--- src/rtl/output_pulser_if.sv ---
// Handshake bundle for output_pulser: trigger/count in, pulse state out.
interface output_pulser_if #(
  parameter int N_W = 4
);
  logic           trig;
  logic [N_W-1:0] count;
  logic           out;
  logic           busy;
  logic           done;

  modport master (
    output trig, count,
    input  out, busy, done
  );

  modport slave (
    input  trig, count,
    output out, busy, done
  );
endinterface

--- src/rtl/output_pulser.sv ---
// Turns a one-tick trigger into N blinks of ON_TICKS high / OFF_TICKS low.
// Define OUTPUT_PULSER_RETRIG_EN to let a trigger restart or abort a sequence.
module output_pulser #(
  parameter int ON_TICKS  = 10_000_000,
  parameter int OFF_TICKS = 10_000_000,
  parameter int N_W       = 4
) (
  input  logic            clk,
  input  logic            rst,
  output_pulser_if.slave  bus
);
  localparam int MAX_T = (ON_TICKS > OFF_TICKS) ? ON_TICKS : OFF_TICKS;
  localparam int T_W   = $clog2(MAX_T + 1);
  localparam logic [T_W-1:0] ON_LD  = T_W'(ON_TICKS - 1);
  localparam logic [T_W-1:0] OFF_LD = T_W'(OFF_TICKS - 1);

  typedef enum logic [1:0] {
    IDLE,
    ON,
    GAP
  } state_e;

  state_e         state_q, state_d;
  logic [T_W-1:0] timer_q, timer_d;
  logic [N_W-1:0] rem_q, rem_d;
  logic           out_q, out_d;
  logic           busy_q, busy_d;
  logic           done_q, done_d;

  always_ff @(posedge clk or posedge rst) begin
    if (rst) begin
      state_q <= IDLE;
      timer_q <= '0;
      rem_q   <= '0;
      out_q   <= 1'b0;
      busy_q  <= 1'b0;
      done_q  <= 1'b0;
    end else begin
      state_q <= state_d;
      timer_q <= timer_d;
      rem_q   <= rem_d;
      out_q   <= out_d;
      busy_q  <= busy_d;
      done_q  <= done_d;
    end
  end

  always_comb begin
    state_d = state_q;
    timer_d = timer_q;
    rem_d   = rem_q;
    done_d  = 1'b0;
    unique case (state_q)
      IDLE: begin
        if (bus.trig && bus.count != '0) begin
          rem_d   = bus.count;
          timer_d = ON_LD;
          state_d = ON;
        end
      end
      ON: begin
        if (timer_q == '0) begin
          rem_d = rem_q - 1'b1;
          // Last blink ends straight in IDLE; no trailing gap.
          if (rem_q == N_W'(1)) begin
            state_d = IDLE;
            done_d  = 1'b1;
          end else begin
            state_d = GAP;
            timer_d = OFF_LD;
          end
        end else begin
          timer_d = timer_q - 1'b1;
        end
      end
      GAP: begin
        if (timer_q == '0) begin
          state_d = ON;
          timer_d = ON_LD;
        end else begin
          timer_d = timer_q - 1'b1;
        end
      end
      default: begin
        state_d = IDLE;
      end
    endcase
`ifdef OUTPUT_PULSER_RETRIG_EN
    if (bus.trig && state_q != IDLE) begin
      if (bus.count != '0) begin
        state_d = ON;
        rem_d   = bus.count;
        timer_d = ON_LD;
      end else begin
        state_d = IDLE;
        rem_d   = '0;
        timer_d = '0;
      end
      done_d = 1'b0;
    end
`endif
    out_d  = (state_d == ON);
    busy_d = (state_d != IDLE);
  end

  assign bus.out  = out_q;
  assign bus.busy = busy_q;
  assign bus.done = done_q;
endmodule

--- src/flat_wrapper.sv ---
// flat-port wrapper written by rule: the top's interface ports become plain ports
module output_pulser_flat 
#(
  parameter int ON_TICKS  = 10_000_000,
  parameter int OFF_TICKS = 10_000_000,
  parameter int N_W       = 4
)
  (clk, rst, bus_trig, bus_count, bus_out, bus_busy, bus_done);
  output_pulser_if #(.N_W(N_W)) bus_i ();
  input  logic clk;
  input  logic rst;
  input wire logic [$bits(bus_i.trig)-1:0] bus_trig;
  input wire logic [$bits(bus_i.count)-1:0] bus_count;
  output wire logic [$bits(bus_i.out)-1:0] bus_out;
  output wire logic [$bits(bus_i.busy)-1:0] bus_busy;
  output wire logic [$bits(bus_i.done)-1:0] bus_done;
  assign bus_i.trig = bus_trig;
  assign bus_i.count = bus_count;
  assign bus_out = bus_i.out;
  assign bus_busy = bus_i.busy;
  assign bus_done = bus_i.done;
  output_pulser #(.ON_TICKS(ON_TICKS), .OFF_TICKS(OFF_TICKS), .N_W(N_W)) u_core (.clk(clk), .rst(rst), .bus(bus_i));
endmodule
--- config.mk ---
export PLATFORM = sky130hd
export DESIGN_NAME = output_pulser_flat
export DESIGN_NICKNAME = d
export VERILOG_FILES = /design/src/rtl/output_pulser_if.sv /design/src/rtl/output_pulser.sv /design/src/flat_wrapper.sv
export SDC_FILE = /design/constraint.sdc
export NUM_CORES = 1
export LEC_CHECK = 0
export CELL_PAD_IN_SITES_DETAIL_PLACEMENT = 1
export CELL_PAD_IN_SITES_GLOBAL_PLACEMENT = 1
export CORE_AREA = 2 2 55 96
export CTS_BUF_LIST = sky130_fd_sc_hd__clkbuf_4 sky130_fd_sc_hd__clkbuf_8
export CTS_CLUSTER_DIAMETER = 80
export CTS_CLUSTER_SIZE = 25
export DETAILED_ROUTE_END_ITERATION = 12
export DIE_AREA = 0 0 57 98
export PLACE_DENSITY_LB_ADDON = 0.1
export SYNTH_ARGS = -nofsm -noshare
export SYNTH_HDL_FRONTEND = slang
export SYNTH_SLANG_ARGS = --single-unit
--- constraint.sdc ---
create_clock -name clk -period 2.69 [get_ports clk]
set_clock_uncertainty 0.2 [all_clocks]
set_input_delay 0.269 -clock clk [delete_from_list [all_inputs] [get_ports clk]]
set_output_delay 0.269 -clock clk [all_outputs]
set_load 0.01 [all_outputs]
; ---- After elaboration in Yosys (flattened, before gate mapping)
; Cells that the tools add are included.
[word_totals]
register_bits = 33
input_bits = 7
elab_cells = 40
[op_classes]
addsub = 2
eq_ne = 7
n_mux = 16
reduce_logical = 9
[ops]
columns = operator, n
row1 = $mux W24, 4
row2 = $pmux W24 S3, 1
row3 = $logic_not A24 Y1, 1
row4 = $sub A24 B1 Y24 const B, 1
row5 = $mux W2, 4
row6 = $mux W4, 2
row7 = $pmux W4 S2, 1
row8 = $pmux W2 S3, 1
row9 = $reduce_and A3 Y1, 2
row10 = $eq A2 B1 Y1 const B, 2
row11 = $eq A4 B1 Y1 const B, 1
row12 = $ne A2 B1 Y1 const B, 2
row13 = $reduce_bool A2 Y1, 2
row14 = $reduce_bool A4 Y1, 1
row15 = $sub A4 B1 Y4 const B, 1
row16 = $mux W1, 3
row17 = $ne A3 B3 Y1 const B, 1
row18 = $reduce_bool A3 Y1, 1
row19 = $eq A2 B2 Y1 const B, 1
row20 = $logic_not A2 Y1, 1
row21 = $logic_and A1 B1 Y1, 1

; ---- Logic depth before layout (Yosys ltp)
; Gate-level depths: netlist of the first run.
[logic_depth]
depth_word = 5
ltp_mapped = 9

; ---- Worst setup path after synthesis of the first run
; Ideal clock, no wire load.
[synth_path]
path_type = flip-flop to flip-flop
start = register u_core.timer_q[0]
end = register u_core.timer_q[10]
setup_time_ps = 119
t_arrival_ps = 2106
path_slack_ps = 265
stages_incl_launch_ff = 8
n_path_buf = 0
period_less_slack_ps = 2425
cell_sequence = dfrtp_1 -> inv_1 -> ha_1 -> or4b_4 -> or4_2 -> nor3_1 -> nand4_1 -> o21a_1
[synth_between]
elab_chain_cells = 3
elab_cells_between_ends = 7
cone_classes = add/sub (1) / eq/ne (1) / mux (3) / reduce/logical (2)
[synth_rtl]
columns = item, line_no
row1 = start: declaration, output_pulser.sv:24  ; logic [T_W-1:0] timer_q, timer_d;
row2 = start signal: assignment, output_pulser.sv:40  ; timer_q <= timer_d;
row3 = $sub A24 B1 Y24 or $logic_not A24 Y1 (tied branches), n/a
row4 = "$mux W24, or another cell as far along", output_pulser.sv:77  ; if (timer_q == '0) begin
row5 = $pmux W24 S3 or $reduce_and A3 Y1 (tied branches), n/a
; Parallel ways exist; a longest one is shown, timed or not.
; A chain may end at the register's enable or synchronous reset.

; ---- Worst setup path after layout of the first run
; Ends and elaborated chain as after synthesis.

==> results of run 1 <==
cell type report:
class | instances | area (µm²)
Sequential cell | 33 | 825.8
Multi-Input combinational cell | 167 | 1196
Inverter | 13 | 48.80
Fill cell | 566 | 2404
Clock buffer | 7 | 90.09
Timing Repair Buffer | 26 | 217.7
Tap cell | 54 | 67.56
stage by stage:
step | utilization [%] | instance area, µm² | hold slack, ns | setup slack [ns] | cells
2_1_floorplan | - | 2117 | 0.1979 | 0.2654 | 221
5_1_grt | 50.44 | 2446 | 0.2406 | 0.007139 | 300
3_3_place_gp | 48.17 | 2336 | 0.2711 | 0.1879 | 292
3_5_place_dp | 48.17 | 2336 | 0.2886 | 0.04665 | 292
4_1_cts | 50.03 | 2426 | 0.1946 | 0.03800 | 299
6_report | 50.44 | 2446 | 0.1539 | 0.1095 | 300
registers in the layout (all words and copies together) (netlist names):
name,cells
u_core.bus.busy,1
u_core.bus.done,1
u_core.bus.out,1
u_core.rem_q,4
u_core.state_q,2
u_core.timer_q,24
synthesized netlist by cell type, types with 6 or more instances:
master,number,area share [%]
ha_1,7,4.1
dfrtp_1,33,39
a31oi_1,7,2.1
a21oi_1,11,2.6
nor2_1,12,2.1
o21ai_0,15,3.5
nand4_1,6,1.8
o21a_1,7,2.5
inv_1,13,2.3
nor3_1,14,3.3
o31ai_1,7,2.5
nand2_1,12,2.1
kinds of logic after synthesis:
logic type                 after synthesis  synth area share, %
buffers and inverters                   21                5.083
DFF                                     33                39.01
AOI/OAI and AO/OA                       78                26.30
and+or+nand+nor                         79                24.00
muxes                                    3                1.478
adders and majority gates                7                4.137
power by group through the flow:
| stage | clock, µW | sequential (µW) | combinational [µW] |
|---|---|---|---|
| floorplan | 0 | 508 | 14.7 |
| global placement | 0 | 508 | 31.9 |
| detailed placement | 0 | 508 | 33.4 |
| CTS | 410 | 499 | 33.6 |
| global route | 429 | 499 | 36.5 |
| finish | 400 | 499 | 32.4 |
tightest hold or removal path, stage by stage:
cell             delay, ns
clkdlybuf4s50_1       0.39
inv_1                 0.05
buf_4                 0.37
layer usage:
metal  GRT usage [%]  wire, µm  part of all wire, %  vias up
met5               0         0                    0        -
met4           10.02       177                  3.0        0
met3           3.576       106                  1.8       15
met2           44.03      3503                   59       28
li1                -         -                    -      897
met1           23.28      2117                   36      994
path summary, 6_finish.rpt:
path,from,endpoint,slack (ns),cells after the start
worst max-delay path,u_core.timer_q[0]$_DFFE_PP0P_,u_core.timer_q[10]$_DFFE_PP0P_,0.11,7
max in group asynchronous,rst,u_core.rem_q[0]$_DFFE_PP0P_,1.79,3
worst min register to register,u_core.timer_q[14]$_DFFE_PP0P_,u_core.timer_q[14]$_DFFE_PP0P_,0.31,1
worst max register to register,u_core.timer_q[0]$_DFFE_PP0P_,u_core.timer_q[10]$_DFFE_PP0P_,0.11,7
min in group clk,u_core.timer_q[14]$_DFFE_PP0P_,u_core.timer_q[14]$_DFFE_PP0P_,0.31,1
worst min-delay path,rst,u_core.rem_q[3]$_DFFE_PP0P_,0.15,3
what timing repair did:
action                                 in CTS  in global routing
endpoints found under the hold margin       0                  0
setup buffers                               0                  1
setup endpoints to repair                   0                  9
gates resized for setup                     0                  3
==> impl_metrics.env, run 1 <==
export IMPL_status="complete, no violations"
export IMPL_switching_power_uw=206.7
export IMPL_clkPwrFrac_pct=42.9
export IMPL_rows=34
export IMPL_worstPathCellList="inv_1 -> ha_1 -> or4b_4 -> or4_2 -> nor3_2 -> nand4_1 -> o21a_1"
export IMPL_crit_path_start_kind="register"
export IMPL_drc=0
export IMPL_syn_inst=221
export IMPL_yosysWarnings=0
export IMPL_synth_async_reset_ratio_pct=100.0
export IMPL_slowest_stage="or4_2"
export IMPL_hpwlAfterDp_um=4525
export IMPL_tightest_slew_ns=0.4849
export IMPL_grt_pass1_wl_um=10090
export IMPL_share_seq_of_total_power_pct=53.6
export IMPL_drt_iter0_markers=74
export IMPL_numPortBuffers=9
export IMPL_syn_cell_area_mm2=0.002117
export IMPL_n_antenna_cell=0
export IMPL_gr_total_overflow=0
export IMPL_hold_viol_final=0
export IMPL_die_y_um=98
export IMPL_initial_core_util_pct=43.65
export IMPL_seq_area_frac_synth_pct=39.01
export IMPL_period_share_pct=95.93
export IMPL_crit_family="simple AND/OR/NAND/NOR gates"
export IMPL_max_freq_mhz=387.5
export IMPL_synth_ff_type="dfrtp_1"
export IMPL_final_common_cell="dfrtp_1"
export IMPL_ys_seq_elements=33
export IMPL_slowest_delay_ns=0.60
export IMPL_setup_viol=0
export IMPL_clock_sinks=33
export IMPL_dr_pass1_iters=4
export IMPL_htree_levels=2
export IMPL_vias_per_cell=6.447
export IMPL_cts_buffers=5
export IMPL_finalSetupTns_ns=0
export IMPL_drive_gt1_share_pct=20.33
export IMPL_leakage_uw=0.001059
export IMPL_period_needed_ns=2.581
export IMPL_grt_max_degree=34
export IMPL_vias=1934
export IMPL_hold_buffers=0
export IMPL_syn_avg_cell_area_um2=9.579
export IMPL_power_frac_comb_pct=3.5
export IMPL_finalPower_uw=931.1
export IMPL_layout_common_cells="33 x dfrtp_1, 17 x buf_4, 15 x o21ai_0"
export IMPL_path_clk_slew_ns=0.07
export IMPL_finalMaxSlewViolations=0
export IMPL_setup_worst_path_end_class="register"
export IMPL_swShare_pct=22.20
export IMPL_clock_latency_ns=0.29
export IMPL_maxSlewHeadroom_pct=67.43
export IMPL_grt_pass1_vias=2125
export IMPL_synthesis_nets=235
export IMPL_routedWlPerCell_um=19.68
export IMPL_cts_path_max_buffers=2
export IMPL_place_gp_congestion=0.8522
export IMPL_maxCapViolations=0
export IMPL_cts_tree="built"
export IMPL_clk_root_buffer_cell="clkbuf_8"
export IMPL_area_growth_pct=15.54
export IMPL_p_int_uw=724.4
export IMPL_path_buf_inv=1
export IMPL_antenna_found_initial=0
export IMPL_grt_usage_pct=22.94
export IMPL_ant_nets=0
export IMPL_rsz0062_at_grt="false"
export IMPL_wirelength_um=5905
export IMPL_io_pin_count=10
export IMPL_critical_path_class="reg2reg"
export IMPL_die_w_um=57
export IMPL_crit_fanout=6
export IMPL_synth_edf_count=0
export IMPL_die_area_mm2=0.005586
export IMPL_hp_class="in2async"
export IMPL_core_mm2=0.004850
export IMPL_powerDensity_mw_per_mm2=380.6
export IMPL_ir_drop_uv=275.0
export IMPL_crit_required_ns=2.67
export IMPL_synth_cell_types=58
export IMPL_critPathArrivalTime_ns=2.56
export IMPL_finalNetCount=260
Note: power is estimated with default switching activity, not from simulation.
==> run 2: changes to the inputs <==
- HOLD_SLACK_MARGIN: default -> 0.06
==> results of run 2 <==
The final DEF is identical to that of run 1; final timing and power are the same.
